===== src/rtl/sipo_rx_ctrl.sv =====
// Sequencer for an external WIDTH-bit serial-in/parallel-out shift register:
// frame clear, per-strobe shift gating, bit counting, word capture with valid/ready.
// Optional parity check over the frame is enabled by defining SIPO_PARITY_EN.
module sipo_rx_ctrl #(
    parameter int WIDTH = 8,
    parameter int CNT_W = 5
) (
    input  logic             clk,
    input  logic             reset,
    input  logic             start,
    input  logic             abort,
    input  logic             bit_valid,
    output logic             shift_en,
    output logic             sipo_clr,
    input  logic [WIDTH-1:0] sipo_q,
    output logic [WIDTH-1:0] data_out,
    output logic             out_valid,
    input  logic             out_ready,
    output logic             busy,
    output logic             overrun,
`ifdef SIPO_PARITY_EN
    input  logic             parity_odd,
    input  logic             si,
    output logic             parity_err,
`endif
    output logic [CNT_W-1:0] bit_cnt
);

`ifdef SIPO_PARITY_EN
    typedef enum logic [1:0] {IDLE, SHIFT, CAPTURE, PARITY} state_t;
    logic si_latched;
`else
    typedef enum logic [1:0] {IDLE, SHIFT, CAPTURE} state_t;
`endif

    state_t state;

    localparam logic [CNT_W-1:0] LAST_BIT = CNT_W'(WIDTH - 1);

    // Shift-register controls are combinational so the shift lands on the same
    // edge the strobe is seen; abort and reset suppress both.
    always_comb begin
        // NOTE: every always_comb output gets a default first so no latch is inferred.
        shift_en = 1'b0;
        sipo_clr = 1'b0;
        if (!reset) begin
            shift_en = (state == SHIFT) && bit_valid && !abort;
            sipo_clr = (state == IDLE) && start && !abort;
        end
    end

    assign busy = (state != IDLE);

    always_ff @(posedge clk) begin
        // NOTE: sequential state uses non-blocking assignments only, so every
        // register samples pre-edge values regardless of statement order.
        if (reset) begin
            state     <= IDLE;
            bit_cnt   <= '0;
            data_out  <= '0;
            out_valid <= 1'b0;
            overrun   <= 1'b0;
`ifdef SIPO_PARITY_EN
            parity_err <= 1'b0;
            si_latched <= 1'b0;
`endif
        end else begin
            overrun <= 1'b0;
            if (out_valid && out_ready)
                out_valid <= 1'b0;

            case (state)
                IDLE: begin
                    if (start && !abort) begin
                        state   <= SHIFT;
                        bit_cnt <= '0;
                    end
                end

                SHIFT: begin
                    if (abort) begin
                        state   <= IDLE;
                        bit_cnt <= '0;
                    end else if (bit_valid) begin
                        bit_cnt <= bit_cnt + CNT_W'(1);
                        if (bit_cnt == LAST_BIT)
`ifdef SIPO_PARITY_EN
                            state <= PARITY;
`else
                            state <= CAPTURE;
`endif
                    end
                end

`ifdef SIPO_PARITY_EN
                PARITY: begin
                    if (abort) begin
                        state   <= IDLE;
                        bit_cnt <= '0;
                    end else if (bit_valid) begin
                        si_latched <= si;
                        state      <= CAPTURE;
                    end
                end
`endif

                CAPTURE: begin
                    if (abort) begin
                        state   <= IDLE;
                        bit_cnt <= '0;
                    end else begin
                        // A capture in the same cycle as a handshake overrides the drop of out_valid.
                        if (!out_valid || out_ready) begin
                            data_out  <= sipo_q;
                            out_valid <= 1'b1;
                        end else begin
                            overrun <= 1'b1;
                        end
`ifdef SIPO_PARITY_EN
                        parity_err <= ((^sipo_q) ^ si_latched) != parity_odd;
`endif
                        state <= IDLE;
                    end
                end

                default: state <= IDLE;
            endcase
        end
    end

endmodule


===== config.mk =====
export PLATFORM = sky130hd
export DESIGN_NAME = sipo_rx_ctrl
export DESIGN_NICKNAME = d
export VERILOG_FILES = /design/src/rtl/sipo_rx_ctrl.sv
export SDC_FILE = /design/constraint.sdc
export NUM_CORES = 1
export LEC_CHECK = 0
export BUFFER_PORTS_ARGS = -buffer_cell sky130_fd_sc_hd__buf_2
export CAP_MARGIN = 20
export CORE_AREA = 2 2 49 51
export CTS_CLUSTER_DIAMETER = 150
export DETAILED_ROUTE_END_ITERATION = 6
export DIE_AREA = 0 0 51 53
export PLACE_DENSITY = 0.71
export SYNTH_ARGS = -nofsm -noshare
export SYNTH_HDL_FRONTEND = slang
export SYNTH_SLANG_ARGS = --single-unit

===== constraint.sdc =====
create_clock -name clk -period 2 [get_ports clk]
set_input_delay 0.4 -clock clk [delete_from_list [all_inputs] [get_ports clk]]
set_output_delay 0.4 -clock clk [all_outputs]
set_load 0.01 [all_outputs]

==> metrics.md, run 1 <==
| Metric | Value |
|---|---|
| Status | finished, final reports clean |
| Largest net degree at the start of global routing | 19 |
| Max frequency | 565.6 MHz |
| Final Skew | 0.01002 ns |
| Worst path bufs/invs | 1 |
| Starting Density | 0.3774 |
| Final setup violation count | 0 |
| Critical path class | reg2out |
| Hold_sp | sipo_q[6] |
| Post-CTS Setup Inserts | 0 |
| Peak fanout along the critical path | 10 |
| Crit share post-route | 0.8840 |
| Critical path origin | state[0] |
| Largest stage delay, worst path | 0.49 ns |
| Slew Limit Fails | 0 |
| DRT antenna net count | 0 |
| Delay-heaviest family, CP | flip-flops |
| Initial detailed-routing violation count | 13 |
| Leak Pwr | 0.4281 nW |
| Area growth syn-to-layout | 22.22% |
| Die Width | 51 um |
| Syn avg cell area | 8.910 um2 |
| Share of cells above drive strength 1 | 0.3277 |
| TritonRoute pass-1 iters | 4 |
| Core Rows | 17 |
| Post-synth top area cell | dfxtp_1 |
| Initial antenna violation count | 0 |
| #FFs+latches synth | 17 |
| Crit start category | flop |
| Drt wl/cell | 12.83 um |
| Critical path arrival | 1.37 ns |
| Cts repair resizes | 0 |
| Grt ovf | 0 |
| Top cells by area, synth | dfxtp_1 (42%), nand3_1 (7.4%), a21oi_1 (5.6%), o21ai_0 (3.1%), a311o_1 (2.5%) |
| Worst slew margin | 0.6531 |
| Critical-path top delay cell | dfxtp_1 |
| Vias per cell | 5.456 |
| Worst-path cell chain | nand4bb_1, nor2_1, buf_2 |
| Die Ht | 53 um |
| Pwr/cell area | 572.9 nW/um2 |
| Syn Std Cell Area | 810.8 um2 |
| Tot Pwr | 567.7 uW |
| Clock-pin transition on the worst setup and hold timing paths | 0.10 ns |
| Core Box Area | 2148 um2 |
| Final Wtd Congestion | 0.7429 |
| Total Nets Final | 135 |
| Port buffer count | 31 |
| Syn nets | 106 |
| DP Cell Count | 143 |
| CTS Sinks | 17 |
| CTS buffer count | 3 |
| Worst r2r src | state[0] |
| Yosys cell types | 36 |
| Least-Margin Pin Slew | 0.5181 ns |
| Cell count after synthesis | 91 |
| Non-filler cells, final | 147 |
| Vias in the first global route | 653 |
| CTS tree | built |
| Max_cap viols | 0 |
| Post-synthesis sequential area ratio | 0.4198 |
| Ys Warns | 0 |
| First-pass GRT wire length | 2.904 mm |
| # DRC | 0 |
| All-Layer GR Usage | 0.1423 |
| Die Area | 2703 um2 |
| Clock H-tree levels | 1 |
| Fin crit period | 1.768 ns |
| Worst-Skew Late Latency | 0.29 ns |
| VDD IR max | 0.0003084 V |
| WL final | 1.886 mm |
| Fin. Hold Viols | 0 |
| Top Ports | 32 |
| Final setup TNS | 0 ns |
| Post-DP HPWL | 1.361 mm |
| Root buffer cell | clkbuf_4 |
| Hold buffers post-CTS | 0 |
| Max Root-Sink Buffers | 2 |
| CP Capture Type | output port |
| Unrepaired setup endpoints after global routing | false |
| Worst hold path class | in2reg |
| Synth top area share | 0.4198 |
| Vias | 802 |
| Worst path required time | 1.60 ns |
| # diodes | 0 |
-- synthesized netlist by cell type --
cell type / count
inv_1: 2
a31oi_1: 1
nor4_1: 2
nand4bb_1: 1
o211a_4: 1
ha_1: 1
and3_1: 2
or3b_1: 1
o211a_1: 1
nand3b_1: 1
nand4_1: 1
nor2_1: 3
buf_2: 2
and4_1: 1
o21ai_1: 3
nand2b_1: 2
nor3_1: 3
a21oi_1: 9
nor3b_1: 1
and4b_1: 1
nand2_1: 1
a311o_1: 2
mux2i_1: 1
or4b_4: 1
a31o_1: 1
buf_6: 1
o2111ai_1: 1
nor2b_1: 1
or3_1: 1
clkbuf_1: 4
o21ai_0: 5
nand3_1: 12
nor4b_1: 1
nor3b_2: 1
or2_2: 2
dfxtp_1: 17
-- logic make-up (layout without fill, tap and decap cells) --
| family | count (synthesis) | count (layout) | share of synthesized area |
|---|---|---|---|
| DFF | 17 | 17 | 0.4198 |
| adders and majority gates | 1 | 1 | 0.01543 |
| AOI/OAI and AO/OA | 24 | 24 | 0.1929 |
| buffers and inverters | 9 | 37 | 0.05401 |
| muxes | 1 | 1 | 0.01235 |
| and+or+nand+nor | 39 | 39 | 0.3056 |
-- cell usage in the layout, fill, tap and decap left out, types with 2 or more instances in the layout --
cell      count
nand3_1      12
and3_1        2
nand2b_1      2
nor2_1        3
a21oi_1       9
dfxtp_1      17
clkbuf_4      3
o21ai_1       3
inv_1         2
nor4_1        2
buf_2        31
or2_2         2
nor3_1        3
a311o_1       2
o21ai_0       5
-- worst reg2reg max path: stages, from the launching register on --
cell and delay [ns]:
dfxtp_1 0.40, or4b_4 0.57, o211a_4 0.18, a311o_1 0.34
-- sequential cells by signal, summed over array words and instances, names as in the netlist --
signal     count
out_valid      1
data_out       8
overrun        1
bit_cnt        5
state          2
-- per-layer routing --
metal,vias to the layer above,wire [um],global-route usage
li1,396,-,-
met1,374,839,0.1765
met2,32,900,0.2316
met3,0,146,0.05085
met4,0,0,0.04054
met5,-,0,0
-- per-stage QoR --
step | utilization | setup WS (ns) | hold WS, ns | cell area [um2]
after floorplan | - | 0.3479 | 0.4984 | 810.8
after global placement | 0.4490 | 0.3210 | 0.4561 | 964.7
after detailed placement | 0.4490 | 0.2924 | 0.4658 | 964.7
after CTS | 0.4613 | 0.2367 | 0.3451 | 991.0
after global routing | 0.4613 | 0.1116 | 0.3574 | 991.0
final | 0.4613 | 0.2320 | 0.3523 | 991.0
-- power breakdown --
part	internal [mW]	switching (mW)
logic	0.0215	0.0242
registers	0.340	0.00262
clock network	0.0774	0.102
total	0.439	0.129
-- worst paths after layout --
path                  to  slack (ns)  depth (start not counted)
max             shift_en        0.23                          3
min reg2reg  data_out[5]        0.47                          2
min          data_out[6]        0.35                          3
max reg2reg   bit_cnt[2]        0.41                          3
-- layout make-up --
| cell class | instances | area [um2] |
|---|---|---|
| Inverter | 2 | 7.507 |
| Fill cell | 227 | 1157 |
| Tap cell | 28 | 35.03 |
| Timing Repair Buffer | 31 | 155.1 |
| Sequential cell | 17 | 340.3 |
| Multi-Input combinational cell | 65 | 426.7 |
| Clock buffer | 4 | 26.28 |
Note: power is estimated with default switching activity, not from simulation.
==> run 2, diff against run 1 <==
--- a/config.mk
+++ b/config.mk
@@ -12,6 +12,7 @@
 export DETAILED_ROUTE_END_ITERATION = 6
 export DIE_AREA = 0 0 51 53
 export PLACE_DENSITY = 0.71
+export REMOVE_ABC_BUFFERS = 1
 export SYNTH_ARGS = -nofsm -noshare
 export SYNTH_HDL_FRONTEND = slang
 export SYNTH_SLANG_ARGS = --single-unit
==> metrics.md, run 2 (synthesis gave the netlist of run 1 again) <==
| Metric | Value |
|---|---|
| Status | finished, final reports clean (unchanged) |
| Die Ht | 53 um (unchanged) |
| Vias in the first global route | 673 (was 653) |
| Slew Limit Fails | 0 (unchanged) |
| Fin. Hold Viols | 0 (unchanged) |
| Least-Margin Pin Slew | 0.4820 ns (was 0.5181 ns) |
| Hold_sp | sipo_q[5] (was sipo_q[6]) |
| Peak fanout along the critical path | 10 (unchanged) |
| Commonest non-fill, non-tap cell in the layout | buf_2 (unchanged) |
| Drt wl/cell | 12.81 um (was 12.83 um) |
| Port buffer count | 31 (unchanged) |
| Die Area | 2703 um2 (unchanged) |
| Core Rows | 17 (unchanged) |
| Cts repair resizes | 0 (unchanged) |
| Worst hold path class | in2reg (unchanged) |
| Hold buffers post-CTS | 0 (unchanged) |
| Non-filler cells, final | 147 (unchanged) |
| DP Cell Count | 143 (unchanged) |
| VDD IR max | 0.0002659 V (was 0.0003084 V) |
| CTS buffer count | 3 (unchanged) |
| Initial antenna violation count | 0 (unchanged) |
| Area growth syn-to-layout | 22.22% (unchanged) |
| CP Capture Type | output port (unchanged) |
| Worst-Skew Late Latency | 0.28 ns (was 0.29 ns) |
| Post-CTS Setup Inserts | 0 (unchanged) |
| Crit share post-route | 0.8860 (was 0.8840) |
| # diodes | 0 (unchanged) |
| WL final | 1.883 mm (was 1.886 mm) |
| Root buffer cell | clkbuf_4 (unchanged) |
| Crit Reg-Reg Endpoint | bit_cnt[3] (was bit_cnt[2]) |
| Max frequency | 564.4 MHz (was 565.6 MHz) |
| TritonRoute pass-1 iters | 4 (unchanged) |
| R2r setup slk | 0.39 ns (was 0.41 ns) |
| Max Root-Sink Buffers | 2 (unchanged) |
| Post-DP HPWL | 1.365 mm (was 1.361 mm) |
| Leak Pwr | 0.4281 nW (unchanged) |
| Vias per cell | 5.395 (was 5.456) |
| Final Wtd Congestion | 0.7624 (was 0.7429) |
| Unrepaired setup endpoints after global routing | false (unchanged) |
| Max reg flops | 8 (unchanged) |
| Crit start category | flop (unchanged) |
| Worst r2r src | state[0] (unchanged) |
| Final setup violation count | 0 (unchanged) |
| Largest net degree at the start of global routing | 19 (unchanged) |
| DRT antenna net count | 0 (unchanged) |
| Worst slew margin | 0.6773 (was 0.6531) |
| Vias | 793 (was 802) |
| Top Ports | 32 (unchanged) |
| Max_cap viols | 0 (unchanged) |
| Total Nets Final | 135 (unchanged) |
| Worst Setup EP | shift_en (unchanged) |
| Core Box Area | 2148 um2 (unchanged) |
| Grt ovf | 0 (unchanged) |
| CTS Sinks | 17 (unchanged) |
| All-Layer GR Usage | 0.1450 (was 0.1423) |
| Critical path arrival | 1.37 ns (about the same) |
| # DRC | 0 (unchanged) |
| Initial detailed-routing violation count | 10 (was 13) |
| Starting Density | 0.3774 (unchanged) |
| Final Skew | 0.004004 ns (was 0.01002 ns) |
| Pwr/cell area | 576.7 nW/um2 (was 572.9 nW/um2) |
| Worst Reg2Reg Path Length in Cells | 3 (unchanged) |
| First-pass GRT wire length | 3.022 mm (was 2.904 mm) |
| Critical path class | reg2out (unchanged) |
| Critical path origin | state[0] (unchanged) |
| CTS tree | built (unchanged) |
| Clock-pin transition on the worst setup and hold timing paths | 0.10 ns (about the same) |
| Clock H-tree levels | 1 (unchanged) |
| Top reg by flops | data_out (unchanged) |
| Fin crit period | 1.772 ns (was 1.768 ns) |
| Die Width | 51 um (unchanged) |
| Most frequent cells in the layout | buf_2 (31), dfxtp_1 (17), nand3_1 (12) (unchanged) |
| Finished Core Util | 0.4613 (unchanged) |
| Final setup TNS | 0 ns (unchanged) |
| Top Registers | data_out: 8 flops, bit_cnt: 5 flops, state: 2 flops (unchanged) |
| Worst path required time | 1.60 ns (about the same) |
| Share of cells above drive strength 1 | 0.3277 (unchanged) |
-- run 2: how the worst min path moves through the flow --
stage	cells past startpoint	end	slack [ns]
after floorplan	1	data_out[0]	0.47
after global placement	2	data_out[5]	0.46
after detailed placement	2	data_out[2]	0.47
after CTS	3	data_out[5]	0.35
after global routing	3	data_out[5]	0.35
final	3	data_out[5]	0.36
-- run 2: layer usage --
layer  up-vias  global-route usage  share of wire  routed length [um]
li1        401                   -              -                   -
met5         -                   0              0                   0
met1       363              0.1976           0.50                 937
met2        29              0.2294           0.42                 799
met3         0             0.03107          0.077                 145
met4         0             0.04054              0                   0
-- run 2: final cells by class --
| cell class | instances | area, um2 |
|---|---|---|
| multi-input cells | 65 | 426.7 |
| repair buffers | 31 | 155.1 |
| inverters | 2 | 7.507 |
| fillers | 221 | 1157 |
| flip-flops and latches | 17 | 340.3 |
| well taps | 28 | 35.03 |
| clock buffers | 4 | 26.28 |
-- run 2: critical path: stages (launching register included) --
cell	delay, ns
dfxtp_1	0.51
nand4bb_1	0.28
nor2_1	0.16
buf_2	0.15
-- run 2: metrics by stage --
step | hold WS [ns] | area [um2] | total power, mW | worst slack (ns)
after floorplan | 0.4691 | 774.5 | 0.3695 | 0.4846
after global placement | 0.4577 | 964.7 | 0.3944 | 0.3216
after detailed placement | 0.4694 | 964.7 | 0.3961 | 0.2886
after CTS | 0.3452 | 991.0 | 0.5804 | 0.2242
after global routing | 0.3529 | 991.0 | 0.5973 | 0.1571
final | 0.3579 | 991.0 | 0.5714 | 0.2281
-- run 2: power by group --
part / switching [mW] / leakage (nW) / internal [mW]
sequential: 0.00288 / 0.137 / 0.340
combinational: 0.0246 / 0.276 / 0.0216
clock: 0.105 / 0.0150 / 0.0774
total: 0.133 / 0.428 / 0.439
